[config.mk]
export PLATFORM = sky130hd
export DESIGN_NAME = load_store_unit
export DESIGN_NICKNAME = d
export VERILOG_FILES = /design/src/rtl/lsu_pkg.sv /design/src/rtl/lsu_align.sv /design/src/rtl/load_store_unit.sv
export SDC_FILE = /design/constraint.sdc
export NUM_CORES = 1
export LEC_CHECK = 0
export BUFFER_PORTS_ARGS = -buffer_cell sky130_fd_sc_hd__buf_2
export CORE_MARGIN = 3
export CORE_UTILIZATION = 36
export CTS_CLUSTER_SIZE = 14
export DETAILED_ROUTE_END_ITERATION = 16
export PLACE_DENSITY_LB_ADDON = 0.2
export SLEW_MARGIN = 20
export SYNTH_ARGS = -nofsm -noshare
export SYNTH_HDL_FRONTEND = slang
export SYNTH_SLANG_ARGS = --single-unit
[constraint.sdc]
create_clock -name clk -period 1.74 [get_ports clk]
set_input_delay 0.348 -clock clk [delete_from_list [all_inputs] [get_ports clk]]
set_output_delay 0.348 -clock clk [all_outputs]
set_load 0.05 [all_outputs]
[src/rtl/lsu_pkg.sv]
// Shared definitions for the load/store unit: RV32I size/sign codes and FSM states.
package lsu_pkg;

    // RV32I funct3 codes for loads/stores. Bits [1:0] encode the access size,
    // bit 2 selects zero-extension on loads.
    localparam logic [2:0] F3_B  = 3'b000;
    localparam logic [2:0] F3_H  = 3'b001;
    localparam logic [2:0] F3_W  = 3'b010;
    localparam logic [2:0] F3_BU = 3'b100;
    localparam logic [2:0] F3_HU = 3'b101;

    // Access size field (funct3[1:0]).
    localparam logic [1:0] SZ_BYTE = 2'b00;
    localparam logic [1:0] SZ_HALF = 2'b01;

    typedef enum logic [1:0] {
        ST_IDLE = 2'b00,
        ST_REQ  = 2'b01,
        ST_WAIT = 2'b10,
        ST_RESP = 2'b11
    } lsu_state_t;

endpackage

[src/rtl/lsu_align.sv]
// Combinational lane formatting for the load/store unit.
// Request side: store data replication, byte enables and the fault check,
// evaluated on the instruction being accepted.
// Response side: byte/halfword extraction and extension of the returned word,
// evaluated on the registered offset and funct3 of the access in flight.
module lsu_align
    import lsu_pkg::*;
#(
    parameter int LEN = 32
) (
    input  logic           req_is_store_i,
    input  logic [2:0]     req_funct3_i,
    input  logic [1:0]     req_offset_i,
    input  logic [LEN-1:0] req_wdata_i,
    output logic [LEN-1:0] req_wdata_o,
    output logic [3:0]     req_be_o,
    output logic           req_fault_o,
    input  logic [2:0]     ld_funct3_i,
    input  logic [1:0]     ld_offset_i,
    input  logic [LEN-1:0] ld_word_i,
    output logic [LEN-1:0] ld_data_o
);

    logic [1:0] req_size;
    assign req_size = req_funct3_i[1:0];

    // Replicate the low byte/halfword into every lane so the memory only has
    // to honour the byte enables.
    genvar gi;
    generate
        for (gi = 0; gi < 4; gi++) begin : g_lane
            assign req_wdata_o[gi*8 +: 8] =
                (req_size == SZ_BYTE) ? req_wdata_i[7:0] :
                (req_size == SZ_HALF) ? req_wdata_i[(gi % 2)*8 +: 8] :
                                        req_wdata_i[gi*8 +: 8];
        end
    endgenerate

    // Byte enables and fault detection (illegal funct3 or misaligned address).
    always_comb begin
        logic illegal;
        logic misaligned;
        illegal    = 1'b0;
        misaligned = 1'b0;
        req_be_o   = 4'b1111;
        if (req_is_store_i) begin
            illegal = req_funct3_i[2];
        end else begin
            illegal = (req_funct3_i == 3'b011) || (req_funct3_i[2:1] == 2'b11);
        end
        unique case (req_size)
            SZ_BYTE: begin
                req_be_o   = 4'b0001 << req_offset_i;
                misaligned = 1'b0;
            end
            SZ_HALF: begin
                req_be_o   = req_offset_i[1] ? 4'b1100 : 4'b0011;
                misaligned = req_offset_i[0];
            end
            default: begin
                req_be_o   = 4'b1111;
                misaligned = (req_offset_i != 2'b00);
            end
        endcase
        req_fault_o = illegal | misaligned;
    end

    // Pick the addressed byte/halfword out of the returned word and extend it.
    always_comb begin
        logic [7:0]  byte_sel;
        logic [15:0] half_sel;
        byte_sel = ld_word_i[{ld_offset_i, 3'b000} +: 8];
        half_sel = ld_offset_i[1] ? ld_word_i[31:16] : ld_word_i[15:0];
        unique case (ld_funct3_i)
            F3_B:    ld_data_o = {{24{byte_sel[7]}}, byte_sel};
            F3_BU:   ld_data_o = {24'h000000, byte_sel};
            F3_H:    ld_data_o = {{16{half_sel[15]}}, half_sel};
            F3_HU:   ld_data_o = {16'h0000, half_sel};
            default: ld_data_o = ld_word_i;
        endcase
    end

endmodule

[src/rtl/load_store_unit.sv]
// RV32I load/store unit: one access in flight, request/grant data bus,
// sign/zero-extended load return and fault reporting without bus traffic.
// Only LEN = 32 is supported.
module load_store_unit
    import lsu_pkg::*;
#(
    parameter int LEN = 32
) (
    input  logic           clk,
    input  logic           rst_n,
    input  logic           valid_i,
    input  logic           is_store_i,
    input  logic [2:0]     funct3_i,
    input  logic [LEN-1:0] addr_i,
    input  logic [LEN-1:0] wdata_i,
    output logic           busy_o,
    output logic           done_o,
    output logic [LEN-1:0] rdata_o,
    output logic           fault_o,
    output logic           mem_req_o,
    output logic           mem_we_o,
    output logic [LEN-1:0] mem_addr_o,
    output logic [LEN-1:0] mem_wdata_o,
    output logic [3:0]     mem_be_o,
    input  logic           mem_gnt_i,
    input  logic           mem_rvalid_i,
    input  logic [LEN-1:0] mem_rdata_i
);

    lsu_state_t     state_q,    state_d;
    logic [LEN-1:0] addr_q,     addr_d;
    logic [2:0]     funct3_q,   funct3_d;
    logic           is_store_q, is_store_d;
    logic [LEN-1:0] wdata_q,    wdata_d;
    logic [3:0]     be_q,       be_d;
    logic           fault_q,    fault_d;
    logic [LEN-1:0] rdata_q,    rdata_d;

    logic [LEN-1:0] req_wdata;
    logic [3:0]     req_be;
    logic           req_fault;
    logic [LEN-1:0] ld_data;

    lsu_align #(.LEN(LEN)) u_align (
        .req_is_store_i (is_store_i),
        .req_funct3_i   (funct3_i),
        .req_offset_i   (addr_i[1:0]),
        .req_wdata_i    (wdata_i),
        .req_wdata_o    (req_wdata),
        .req_be_o       (req_be),
        .req_fault_o    (req_fault),
        .ld_funct3_i    (funct3_q),
        .ld_offset_i    (addr_q[1:0]),
        .ld_word_i      (mem_rdata_i),
        .ld_data_o      (ld_data)
    );

    // State and access registers; reset abandons any access in flight.
    always_ff @(posedge clk or negedge rst_n) begin
        if (!rst_n) begin
            state_q    <= ST_IDLE;
            addr_q     <= '0;
            funct3_q   <= '0;
            is_store_q <= 1'b0;
            wdata_q    <= '0;
            be_q       <= '0;
            fault_q    <= 1'b0;
            rdata_q    <= '0;
        end else begin
            state_q    <= state_d;
            addr_q     <= addr_d;
            funct3_q   <= funct3_d;
            is_store_q <= is_store_d;
            wdata_q    <= wdata_d;
            be_q       <= be_d;
            fault_q    <= fault_d;
            rdata_q    <= rdata_d;
        end
    end

    // Next-state logic. Bus fields are only loaded in IDLE, which keeps them
    // stable for the whole REQ phase. rvalid is honoured only in WAIT.
    always_comb begin
        state_d    = state_q;
        addr_d     = addr_q;
        funct3_d   = funct3_q;
        is_store_d = is_store_q;
        wdata_d    = wdata_q;
        be_d       = be_q;
        fault_d    = fault_q;
        rdata_d    = rdata_q;
        unique case (state_q)
            ST_IDLE: begin
                if (valid_i) begin
                    addr_d     = addr_i;
                    funct3_d   = funct3_i;
                    is_store_d = is_store_i;
                    wdata_d    = req_wdata;
                    be_d       = req_be;
                    fault_d    = req_fault;
                    rdata_d    = '0;
                    state_d    = req_fault ? ST_RESP : ST_REQ;
                end
            end
            ST_REQ: begin
                if (mem_gnt_i) begin
                    state_d = is_store_q ? ST_RESP : ST_WAIT;
                end
            end
            ST_WAIT: begin
                if (mem_rvalid_i) begin
                    rdata_d = ld_data;
                    state_d = ST_RESP;
                end
            end
            default: begin
                state_d = ST_IDLE;
            end
        endcase
    end

    // Core-facing handshake: busy drops in RESP so the core advances on that edge.
    assign busy_o  = ((state_q == ST_IDLE) && valid_i) ||
                     (state_q == ST_REQ) || (state_q == ST_WAIT);
    assign done_o  = (state_q == ST_RESP);
    assign fault_o = (state_q == ST_RESP) && fault_q;
    assign rdata_o = rdata_q;

    // Bus outputs come straight from the access registers.
    assign mem_req_o   = (state_q == ST_REQ);
    assign mem_we_o    = (state_q == ST_REQ) && is_store_q;
    assign mem_addr_o  = {addr_q[LEN-1:2], 2'b00};
    assign mem_wdata_o = wdata_q;
    assign mem_be_o    = be_q;

endmodule

[Yosys cells after proc, flatten, opt, wreduce, memory -nomap -nowiden]
Index checks and enable logic that the tools add are counted.
Storage, ports and cells
  register bits after elaboration: 107
  output and inout port bits: 105
  logic and storage cells: 57
  bits of input ports: 105
Operators by class
  shift operators: 2
  multiplexer cells: 20
  equality and inequality tests: 12
  bitwise logic cells: 1
  reductions and logical operators: 14
Operators with widths (number)
  32-bit case mux with 4 select lines: 1
  32-bit two-way mux: 2
  32-bit case mux with 2 select lines: 1
  8-bit two-way mux: 5
  32-bit by 6-bit variable part select with 8-bit output: 1
  16-bit two-way mux: 1
  2-bit two-way mux: 4
  4-bit case mux with 2 select lines: 1
  2-bit equality test (second input constant): 3
  3-bit equality test (second input constant): 2
  2-bit case mux with 3 select lines: 1
  3-bit AND reduction: 2
  2-bit by 1-bit equality test with 1-bit output (second input constant): 2
  2-bit zero test: 2
  4-bit two-way mux: 1
  2-bit != test (second input constant): 2
  2-bit nonzero test: 2
  1-bit by 2-bit left shift with 4-bit output (first input constant): 1
  3-bit by 1-bit equality test with 1-bit output (second input constant): 1
  3-bit by 2-bit equality test with 1-bit output (second input constant): 1
  1-bit logical AND: 3
  3-bit zero test: 1
  1-bit logical OR: 3
  1-bit two-way mux: 2
  4 further kinds: 4

[Longest topological paths before layout]
Gate-level depths: netlist of the first run.
  depth in word-level cells: 7
  gate-level depth with buffers: 7
  gate-level depth less buffers: 6

[Modules after synthesis]
From an unflattened synthesis of the first run, not the netlist that was laid out.
Second synthesis, totals
  cell total of the unflattened synthesis: 471
  area total of the unflattened synthesis: 5475.3 µm²
By module, submodules not included
  load_store_unit: sequential area each 2677.6 µm², times used 1, area each 4332.9 µm², cells an instance 284
  lsu_align: sequential area each 0.0 µm², times used 1, area each 1142.3 µm², cells an instance 187

[Worst setup path before layout of the first run]
OpenSTA, ideal clock, no wires.
  kind: reg-to-output
  start point: register state_q[0]
  end point: output busy_o
  data required time: 1.392 ns
  arrival time: 1.666 ns
  path slack: -0.274 ns
  stages on the path, launching flop included: 7
  path buffers: 2
  path through: dfrtp_1 > inv_1 > ha_1 > nand2_1 > clkbuf_1 > clkbuf_1 > nand2_1
On the way
  word-level cells in the longest chain between the ends: 4
  elaborated cells between the ends (all ways): 6
  those cells by class: 2 x eq/ne; 4 x reduce/logical
Ends and longest elaborated chain
  from (decl): line load_store_unit.sv:30  | lsu_state_t state_q, state_d;
  from (signal assigned): line load_store_unit.sv:70  | state_q <= state_d;
  2-bit zero test: line load_store_unit.sv:123  | assign busy_o = ((state_q == ST_IDLE) && valid_i) ||
  1-bit logical AND: line load_store_unit.sv:123
  1-bit logical OR: line load_store_unit.sv:123
  1-bit logical OR *: line load_store_unit.sv:124  | (state_q == ST_REQ) || (state_q == ST_WAIT);
  to (decl): line load_store_unit.sv:16  | output logic busy_o,
Every way passes the cells marked *; elsewhere a longest branch is shown, timed or not.

[Final worst setup path of the first run]
  start point: register addr_q[1]
  end point: register rdata_q[10], in the netlist rdata_o[10]
On the way
  word-level cells in the longest chain between the ends: 4
  elaborated cells between the ends (all ways): 5
  those cells by class: 1 x shift; 4 x mux
Ends and longest elaborated chain
  from (decl): line load_store_unit.sv:31  | logic [LEN-1:0] addr_q, addr_d;
  from (signal assigned): line load_store_unit.sv:71  | addr_q <= addr_d;
  32-bit by 6-bit variable part select with 8-bit output or 16-bit two-way mux (tied branches): line lsu_align.sv:72, lsu_align.sv:73
  32-bit case mux with 4 select lines *: line lsu_align.sv:74  | unique case (ld_funct3_i)
  32-bit two-way mux *: line load_store_unit.sv:111  | if (mem_rvalid_i) begin
  32-bit case mux with 2 select lines *: line load_store_unit.sv:92  | unique case (state_q)
  to (signal assigned): line load_store_unit.sv:77  | rdata_q <= rdata_d;
  to (decl): line load_store_unit.sv:37  | logic [LEN-1:0] rdata_q, rdata_d;
Every way passes the cells marked *; elsewhere a longest branch is shown, timed or not. The select of a mux whose other input is x is not followed.
A chain may end at the register's enable or synchronous reset.

==> results of run 1 <==
layout make-up:
| class | count | area share [%] |
|---|---|---|
| sequential | 107 | 38.6 |
| clock inverter | 6 | 0.939 |
| clock buffer | 10 | 3.45 |
| inverter | 8 | 0.433 |
| timing repair buffer | 241 | 20.4 |
| tap | 180 | 3.25 |
| multi-input combinational | 317 | 32.9 |
cells by family after synthesis:
group                      share of synthesized area, %
and+or+nand+nor                                    11.9
DFF                                                51.1
AOI/OAI and AO/OA                                  12.2
muxes                                              16.2
buffers and inverters                              7.62
adders and majority gates                         0.956
other                                            0.0716
flip-flops by register name (all words and copies together) (netlist names):
register     flops
is_store_q       1
funct3_q         3
state_q          2
rdata_o         32
addr_q          32
fault_q          1
mem_wdata_o     32
mem_be_o         4
timing repair:
| item | 4_1_cts | 5_1_grt |
|---|---|---|
| endpoints found under the hold margin | 31 | 0 |
| pin swaps | 2 | 8 |
| gates resized for setup | 24 | 22 |
| hold buffers | 1 | 0 |
| setup endpoints to repair | 6 | 29 |
| buffers inserted | 4 | 3 |
worst paths after layout:
| path | start | end | slack (ns) | depth (start not counted) |
|---|---|---|---|---|
| setup / recovery | addr_q[1]$_DFFE_PN0P_ | rdata_o[10]$_DFFE_PN0P_ | -0.01 | 5 |
| hold / removal | addr_i[30] | addr_q[30]$_DFFE_PN0P_ | 0.22 | 2 |
| setup reg to reg | addr_q[1]$_DFFE_PN0P_ | rdata_o[10]$_DFFE_PN0P_ | -0.01 | 5 |
| hold reg to reg | rdata_o[5]$_DFFE_PN0P_ | rdata_o[5]$_DFFE_PN0P_ | 0.48 | 1 |
| max in group asynchronous | rst_n | fault_q$_DFFE_PN0P_ | 0.68 | 3 |
| min in group asynchronous | rst_n | rdata_o[2]$_DFFE_PN0P_ | 0.48 | 2 |
cells in the mapped netlist (2+ instances only):
library cell / n / area [sq um]
nor2b_1: 19 / 119
o22ai_1: 3 / 18.8
ha_1: 4 / 50.1
o21ai_2: 11 / 96.3
nor3_1: 4 / 20.0
o31ai_1: 4 / 30.0
buf_2: 7 / 35.0
a21o_1: 3 / 22.5
nand2_1: 67 / 251
a32o_1: 8 / 80.1
buf_4: 32 / 240
buf_1: 2 / 7.51
a21oi_1: 12 / 60.1
nor2_1: 25 / 93.8
and2_1: 2 / 12.5
nand2b_1: 15 / 93.8
o21ai_0: 44 / 220
clkbuf_1: 17 / 63.8
dfrtp_1: 107 / 2680
inv_1: 8 / 30.0
mux2i_1: 26 / 260
buf_6: 2 / 22.5
mux2_2: 50 / 563
and3_1: 2 / 12.5
a2111oi_0: 2 / 17.5
critical path, stage by stage (launching register included):
cell	delay, ns
dfrtp_1	0.41
mux4_2	0.58
a21oi_2	0.17
buf_6	0.17
nand2_2	0.06
a32o_1	0.25
through the flow:
step                power (W)  util, %
finish                 0.0153     49.4
global route           0.0162     49.4
CTS                    0.0153     48.8
detailed placement     0.0129     45.7
global placement       0.0127     45.7
floorplan              0.0111        -
routing by layer:
layer,GRT usage (%),vias up,share of wire [%]
met1,21.5,2035,42
met4,4.98,0,1.3
met2,29.4,154,48
met5,0,-,0
met3,6.69,12,8.7
li1,-,2033,-
power breakdown:
group	internal [W]	switching [W]
Sequential	0.00361	0.000624
Combinational	0.00277	0.00624
Clock	0.00115	0.000927
==> qor.csv, run 1 <==
stage,metric,value,unit
run_status,status,"complete, but fails checks",
run_status,failing checks,negative setup slack,
sta,Setup TNS,-0.0192,ns
worst_setup_path,Setup crit end kind,register,
global_routing,global-route wire length before repair,22.7,mm
clock_network,Worst-Skew Late Latency,0.35,ns
logic_synthesis,Mapped Area,5240,sq um
floorplan,Die Ht,127,um
place,hpwl dp,10.7,mm
logic_synthesis,synthesized flop and latch total,107,
pwr,Worst IR Drop VDD,0.975,mV
finish,multi-input combinational cell area,2280,sq um
place,dpl cells,845,
min_path,Hold/Removal Path Class,input port to register,
logic_synthesis,dominant synthesized flop cell,dfrtp_1,
place,area of placed instances,6420,sq um
clock_network,clk slew on worst S/H paths,0.07,ns
place,PortBufs,207,
floorplan,Die X-Extent,127,um
floorplan,I/O Pins,210,
finish,"most common cell after layout, fill and taps aside",buf_2,
floorplan,Cell Rows,43,
detailed_routing,vias post-DR,4234,
finish,fin nets,793,
floorplan,core footprint,14000,sq um
finish,FILL cells,1315,
finish,Antenna Cells,0,
sta,fmax,0.571,GHz
logic_synthesis,Post-Syn Area per Cell,10.7,sq um
detailed_routing,post-DR vias/cell,4.87,
global_routing,GRT overflow,0,
pwr,PwrDens,2210,nW/um^2
sta,"Slew Viols, Final",0,
logic_synthesis,number of synthesized flops with an enable pin,0,
logic_synthesis,Gate Count Post-Synth,491,
sta,ratio of final minimum period to clock period,101,%
clock_network,clk buf depth,2,
sta,clk_skew,0.00317,ns
floorplan,Die Area,16000,sq um
logic_synthesis,asr flop ratio synth,100,%
place,Final Wtd Congestion,0.818,
sta,setup ws final,-0.0124,ns
detailed_routing,total wire length,14.1,mm
worst_setup_path,"Req. time, crit path",1.98,ns
sta,final hold slack,0.221,ns
finish,most frequent cells in the layout,"buf_2, dfrtp_1, nand2_1",
sta,Tmin final,1.75,ns
worst_setup_path,CP Data Arrival Time,1.99,ns
sta,Finish-stage setup viols,4,
sta,RSZ-0062 raised after global routing,yes,
global_routing,vias in the first global route,4428,
logic_synthesis,Synth cell types,40,
detailed_routing,wire per inst,16.2,um
clock_network,Root Driver,clkbuf_16,
place,DP Worst Slack,0.000229,ns
clock_network,CTS sink count,107,
floorplan,Initial Utilization,37.3,%
global_routing,overall routing resource usage,17.7,%
global_routing,initial antenna violation count,0,
clock_network,total CTS buffers,9,
logic_synthesis,Synth warnings,0,
clock_network,CTS tree,built,
finish,"Design Area, Final",6930,sq um
finish,Area Overhead vs Synth,32.4,%
logic_synthesis,post-synthesis sequential area ratio,51.1,%
detailed_routing,first drt pass iteration count,4,
job,Max-Cap Viols,0,
finish,layout cells sized above 1,49.8,%
detailed_routing,post-route ant nets,0,
worst_setup_path,"critical path fanouts, max",8,
finish,FF+latch area,2680,sq um
worst_setup_path,Setup CP Type,register to register,
pwr,Leakage,3.46,nW
worst_setup_path,CP startpoint kind,register,
finish,Finished Layout Cells,869,
detailed_routing,drt initial violations,150,
detailed_routing,remaining routing DRC violations,0,
sta,Fin. Hold Viols,0,
global_routing,largest net degree at the start of global routing,42,
clock_network,H-tree depth,3,
Note: power is estimated with default switching activity, not from simulation.
==> run 2: changes to the inputs <==
--- a/config.mk
+++ b/config.mk
@@ -7,10 +7,10 @@
 export LEC_CHECK = 0
 export BUFFER_PORTS_ARGS = -buffer_cell sky130_fd_sc_hd__buf_2
 export CORE_MARGIN = 3
-export CORE_UTILIZATION = 36
+export CORE_UTILIZATION = 44
 export CTS_CLUSTER_SIZE = 14
 export DETAILED_ROUTE_END_ITERATION = 16
-export PLACE_DENSITY_LB_ADDON = 0.2
+export PLACE_DENSITY = 0.77
 export SLEW_MARGIN = 20
 export SYNTH_ARGS = -nofsm -noshare
 export SYNTH_HDL_FRONTEND = slang
==> run 2 against run 1 <==
Effect of this change: the run still ends with negative setup slack left; highest routed layer unchanged; critical endpoint is now fault_o; register-to-register slack is essentially flat; count of clock-buffer cells in the layout grew 3; design area shrank 1.5%.
==> qor.csv, run 2 (synthesis gave the netlist of run 1 again) <==
stage,metric,value,unit
run_status,status,"complete, but fails checks",
run_status,failing checks,negative setup slack,
worst_setup_path,Top delay family on crit path,flip-flops,
job,Max-Cap Viols,0,
finish,fin nets,785,
pwr,sequential cell fraction of total power,27.8,%
pwr,net switching fraction of the power,50.4,%
place,PortBufs,207,
worst_setup_path,Setup crit end kind,primary output,
finish,"most common cell after layout, fill and taps aside",buf_2,
sta,Finish-stage setup viols,3,
detailed_routing,vias post-DR,4282,
worst_setup_path,Critical path buffers and inverters,2,
sta,clk_skew,0.00451,ns
pwr,PwrDens,2250,nW/um^2
worst_setup_path,CP Data Arrival Time,1.41,ns
detailed_routing,remaining routing DRC violations,0,
worst_setup_path,crit-path cells,"buf_4, ha_4, and2_1, buf_6",
finish,most frequent cells in the layout,"buf_2, dfrtp_1, nand2_1",
worst_setup_path,"critical path fanouts, max",3,
clock_network,clk buf depth,2,
pwr,Logic pwr share,58.1,%
detailed_routing,drt initial violations,315,
floorplan,Cell Rows,39,
floorplan,Initial Utilization,45.5,%
global_routing,vias in the first global route,4490,
worst_setup_path,CP peak stage delay,0.45,ns
clock_network,clk slew on worst S/H paths,0.07,ns
detailed_routing,wire per inst,16.9,um
sta,final hold slack,0.231,ns
global_routing,largest net degree at the start of global routing,50,
place,Final Wtd Congestion,0.898,
pwr,Worst IR Drop VDD,1.25,mV
sta,RSZ-0062 raised after global routing,yes,
sta,setup ws final,-0.0180,ns
floorplan,Die Area,13200,sq um
place,DP Worst Slack,-0.0369,ns
floorplan,Die X-Extent,115,um
detailed_routing,total wire length,13.9,mm
pwr,Clk pwr share,14.1,%
finish,FILL cells,946,
finish,layout cells sized above 1,48.2,%
sta,ratio of final minimum period to clock period,101,%
clock_network,CTS sink count,107,
global_routing,GRT overflow,0,
clock_network,Root Driver,clkbuf_16,
place,hpwl dp,10.5,mm
pwr,design internal power,0.00760,W
sta,fmax,0.569,GHz
finish,Area Overhead vs Synth,30.3,%
worst_setup_path,Setup CP Type,register to primary output,
sta,Fin. Hold Viols,0,
sta,Tmin final,1.76,ns
detailed_routing,post-DR vias/cell,5.20,
worst_setup_path,CP startpoint kind,register,
sta,"Slew Viols, Final",0,
clock_network,CTS tree,built,
pwr,NetSw,0.00773,W
clock_network,total CTS buffers,9,
clock_network,Worst-Skew Late Latency,0.34,ns
floorplan,core footprint,11500,sq um
global_routing,overall routing resource usage,21.0,%
min_path,Hold/Removal Path Class,input port to register,
detailed_routing,first drt pass iteration count,4,
pwr,Leakage,3.44,nW
floorplan,Die Ht,115,um
global_routing,initial antenna violation count,0,
detailed_routing,post-route ant nets,0,
global_routing,global-route wire length before repair,22.1,mm
worst_setup_path,"Req. time, crit path",1.39,ns
worst_setup_path,CP max stage cell,dfrtp_2,
finish,Antenna Cells,0,
clock_network,H-tree depth,3,
floorplan,I/O Pins,210,
-- run 2: cell types whose count changed in the layout (fill, tap and decap cells not counted), sizes merged --
| cell | delta |
|---|---|
| clkinvlp | -4 |
| buf | -8 |
| clkbuf | +3 |
| clkinv | -1 |
| bufinv | +1 |
-- run 2: per-stage QoR --
| step | util, % | TNS (ns) | power [W] | instance area (sq um) | std cells |
|---|---|---|---|---|---|
| 2_1_floorplan | - | 0 | 0.0111 | 5250 | 492 |
| 3_3_place_gp | 55.1 | 0 | 0.0126 | 6340 | 803 |
| 3_5_place_dp | 55.1 | -0.117 | 0.0128 | 6340 | 803 |
| 4_1_cts | 58.8 | -0.0643 | 0.0153 | 6780 | 822 |
| 5_1_grt | 59.3 | -0.520 | 0.0162 | 6830 | 823 |
| 6_report | 59.3 | -0.0313 | 0.0153 | 6830 | 823 |
-- run 2: final timing paths --
kind,from,end,slack (ns),cells after the start
setup / recovery,state_q[0]$_DFFE_PN0P_,fault_o,-0.02,4
hold / removal,addr_i[6],addr_q[6]$_DFFE_PN0P_,0.23,2
setup reg to reg,addr_q[1]$_DFFE_PN0P_,rdata_o[11]$_DFFE_PN0P_,0,5
hold reg to reg,rdata_o[27]$_DFFE_PN0P_,rdata_o[27]$_DFFE_PN0P_,0.47,2
max in group asynchronous,rst_n,mem_wdata_o[18]$_DFFE_PN0P_,0.60,3
min in group asynchronous,rst_n,rdata_o[18]$_DFFE_PN0P_,0.51,2
-- run 2: what timing repair did --
item,CTS,global route
hold buffers,1,0
hold endpoints to repair,31,0
pin swaps,1,2
cloned,0,0
gates resized for setup,20,21
endpoints found under the setup margin,4,83
buffers inserted,3,1
-- run 2: power groups by stage --
stage	Clock [W]	Combinational [W]	Sequential, W
finish	0.00217	0.00891	0.00426
global route	0.00233	0.00946	0.00439
CTS	0.00224	0.00881	0.00425
detailed placement	0	0.00854	0.00428
global placement	0	0.00839	0.00420
floorplan	0	0.00466	0.00639
-- run 2: per-layer routing --
layer	global-route usage, %	wire length, um	vias up
met4	7.12	227	0
li1	-	-	2012
met1	24.9	5540	2057
met2	36.1	6940	189
met3	6.63	1180	24
met5	0	0	-
-- run 2: cell type report --
cell class | instances | area, sq um | area share, %
repair buffers | 233 | 1360 | 19.9
clock buffers | 13 | 250 | 3.67
clock inverters | 2 | 60.1 | 0.880
inverters | 8 | 32.5 | 0.477
well taps | 143 | 179 | 2.62
multi-input cells | 317 | 2260 | 33.2
flip-flops and latches | 107 | 2680 | 39.2
==> run 3: changes to the inputs <==
--- a/config.mk
+++ b/config.mk
@@ -10,7 +10,7 @@
 export CORE_UTILIZATION = 44
 export CTS_CLUSTER_SIZE = 14
 export DETAILED_ROUTE_END_ITERATION = 16
-export PLACE_DENSITY = 0.77
+export PLACE_DENSITY = 0.82
 export SLEW_MARGIN = 20
 export SYNTH_ARGS = -nofsm -noshare
 export SYNTH_HDL_FRONTEND = slang
==> run 3 against run 2 <==
Effect of this change: the run still ends with negative setup slack left; count of clock-buffer cells in the layout shrank 3; routed wire length is 5.5% higher; sequential power barely moved; register-to-register slack worse by 0.02 ns; sequential cell count unchanged; core utilization increased by 1.0 points; combinational power grew 4.5%; first-iteration DRC count decreased by 6.3%; via count rose by 4.1%; non-clock buffer count up 8.
==> qor.csv, run 3 (synthesis gave the netlist of run 1 again) <==
stage,metric,value,unit
finish,Antenna Cells,0,
detailed_routing,remaining routing DRC violations,0,
pwr,Leakage,3.50,nW
pwr,Worst IR Drop VDD,1.30,mV
sta,"Slew Viols, Final",0,
worst_setup_path,Crit path depth,6,
global_routing,largest net degree at the start of global routing,53,
finish,FILL cells,941,
sta,RSZ-0062 raised after global routing,yes,
worst_setup_path,Critical Path Start,state_q[0]$_DFFE_PN0P_,
pwr,sequential cell fraction of total power,27.0,%
detailed_routing,first drt pass iteration count,5,
place,area of placed instances,6360,sq um
place,PortBufs,207,
worst_setup_path,CP startpoint kind,register,
place,hpwl dp,10.6,mm
worst_setup_path,Setup crit end kind,primary output,
worst_setup_path,Setup CP Type,register to primary output,
global_routing,GRT overflow,0,
floorplan,Die Area,13200,sq um
floorplan,Cell Rows,39,
worst_setup_path,worst r2r path cells,8,
pwr,Clk pwr share,13.9,%
finish,fin nets,793,
finish,"Design Area, Final",6940,sq um
pwr,NetSw,0.00791,W
run_status,status,"complete, but fails checks",
sta,Setup TNS,-0.139,ns
sta,Finish-stage setup viols,4,
worst_setup_path,CP Data Arrival Time,1.45,ns
floorplan,core footprint,11500,sq um
global_routing,vias in the first global route,4604,
clock_network,H-tree depth,3,
floorplan,I/O Pins,210,
place,Final Wtd Congestion,0.868,
sta,setup ws final,-0.0571,ns
detailed_routing,post-route ant nets,0,
clock_network,CTS sink count,107,
clock_network,Root Driver,clkbuf_16,
worst_setup_path,crit-path cells,"inv_2, ha_4, buf_6, nor2_4, nand2_4, buf_8",
floorplan,Die Ht,115,um
detailed_routing,post-DR vias/cell,5.36,
clock_network,clk slew on worst S/H paths,0.07,ns
worst_setup_path,"Req. time, crit path",1.39,ns
pwr,Logic pwr share,59.1,%
clock_network,total CTS buffers,9,
global_routing,overall routing resource usage,21.3,%
run_status,failing checks,negative setup slack,
worst_setup_path,Top delay family on crit path,flip-flops,
pwr,design internal power,0.00783,W
min_path,Hold/Removal Path Class,input port to register,
finish,layout cells sized above 1,49.1,%
sta,ratio of final minimum period to clock period,103,%
worst_setup_path,r2r setup slk,-0.02,ns
finish,"most common cell after layout, fill and taps aside",buf_2,
finish,most frequent cells in the layout,"buf_2, dfrtp_1, nand2_1",
clock_network,Worst-Skew Late Latency,0.34,ns
worst_setup_path,worst r2r src,state_q[1]$_DFFE_PN0P_,
worst_setup_path,"critical path fanouts, max",4,
detailed_routing,vias post-DR,4456,
clock_network,CTS tree,built,
detailed_routing,total wire length,14.6,mm
pwr,net switching fraction of the power,50.2,%
floorplan,Die X-Extent,115,um
sta,clk_skew,0.00645,ns
worst_setup_path,Critical R2R Capture,rdata_o[9]$_DFFE_PN0P_,
job,Max-Cap Viols,0,
finish,Area Overhead vs Synth,32.5,%
worst_setup_path,CP Capture Point,busy_o,
worst_setup_path,CP max stage cell,dfrtp_1,
pwr,PwrDens,2270,nW/um^2
worst_setup_path,CP peak stage delay,0.39,ns
sta,Fin. Hold Viols,0,
sta,fmax,0.556,GHz
clock_network,clk buf depth,2,
sta,Tmin final,1.80,ns
detailed_routing,drt initial violations,295,
global_routing,global-route wire length before repair,22.4,mm
detailed_routing,wire per inst,17.6,um
floorplan,Initial Utilization,45.5,%
worst_setup_path,Critical path buffers and inverters,3,
global_routing,initial antenna violation count,0,
## run 3: cell types whose count changed in the layout (fill, tap and decap cells not counted), moves of 2 or more
cell / previous run / this run
buf_4: 16 / 19
buf_6: 4 / 7
clkbuf_1: 3 / 0
nand2_1: 62 / 65
nand2_2: 3 / 0
a2111oi_0: 2 / 0
a2111oi_2: 0 / 2
clkbuf_16: 9 / 11
clkinv_2: 0 / 2
o21ai_2: 13 / 11
## run 3: through the flow
stage               power (W)  hold slack (ns)  cells  util (%)  setup WS (ns)
floorplan              0.0111           0.0524    492         -         0.0169
global placement       0.0126            0.264    807      55.2         0.0420
detailed placement     0.0128            0.273    807      55.2        0.00629
CTS                    0.0154            0.217    827      59.2        -0.0252
global route           0.0166            0.219    831      60.3         -0.104
finish                 0.0157            0.233    831      60.3        -0.0571
## run 3: worst min path at each step
| stage | startpoint | end | slack [ns] | cells past startpoint |
|---|---|---|---|---|
| after floorplan | rst_n | addr_q[0]$_DFFE_PN0P_ | 0.05 | 0 |
| after detailed placement | rst_n | funct3_q[2]$_DFFE_PN0P_ | 0.27 | 1 |
| final | addr_i[7] | addr_q[7]$_DFFE_PN0P_ | 0.23 | 2 |
| after CTS | addr_i[7] | addr_q[7]$_DFFE_PN0P_ | 0.22 | 2 |
| after global placement | rst_n | funct3_q[2]$_DFFE_PN0P_ | 0.26 | 1 |
| after global routing | addr_i[11] | addr_q[11]$_DFFE_PN0P_ | 0.22 | 2 |
## run 3: metal layers
layer	up-vias	global-route usage [%]	wire length (um)
met2	221	37.2	7450
met3	33	5.63	1210
met1	2163	25.0	5610
met4	0	8.22	386
met5	-	0	0
li1	2039	-	-
## run 3: power groups by stage
stage	sequential, W	combinational [W]	clock, W
3_5_place_dp	0.00427	0.00857	0
6_report	0.00425	0.00931	0.00218
5_1_grt	0.00438	0.00983	0.00235
3_3_place_gp	0.00419	0.00841	0
2_1_floorplan	0.00639	0.00466	0
4_1_cts	0.00424	0.00891	0.00224
## run 3: final cells by class
cell class / instances / area (sq um) / share of cell area, %
inverters: 8 / 30.0 / 0.433
flip-flops and latches: 107 / 2680 / 38.6
repair buffers: 241 / 1460 / 21.1
multi-input cells: 317 / 2270 / 32.8
well taps: 143 / 179 / 2.58
clock buffers: 10 / 239 / 3.44
clock inverters: 5 / 77.6 / 1.12
## run 3: worst register-to-register path, delay by kind of cell, from the launching register on
family | cells | cell delay, ns
buffers and inverters | 5 | 0.74
DFF | 1 | 0.44
AOI/OAI and AO/OA | 2 | 0.33
adders and majority gates | 1 | 0.15
## run 3: what timing repair did
item	in CTS	in global routing
gates resized for setup	25	23
gates cloned	0	3
setup buffers	4	1
endpoints found under the setup margin	4	88
pin swaps	1	1
hold buffers	1	0
hold endpoints to repair	21	0
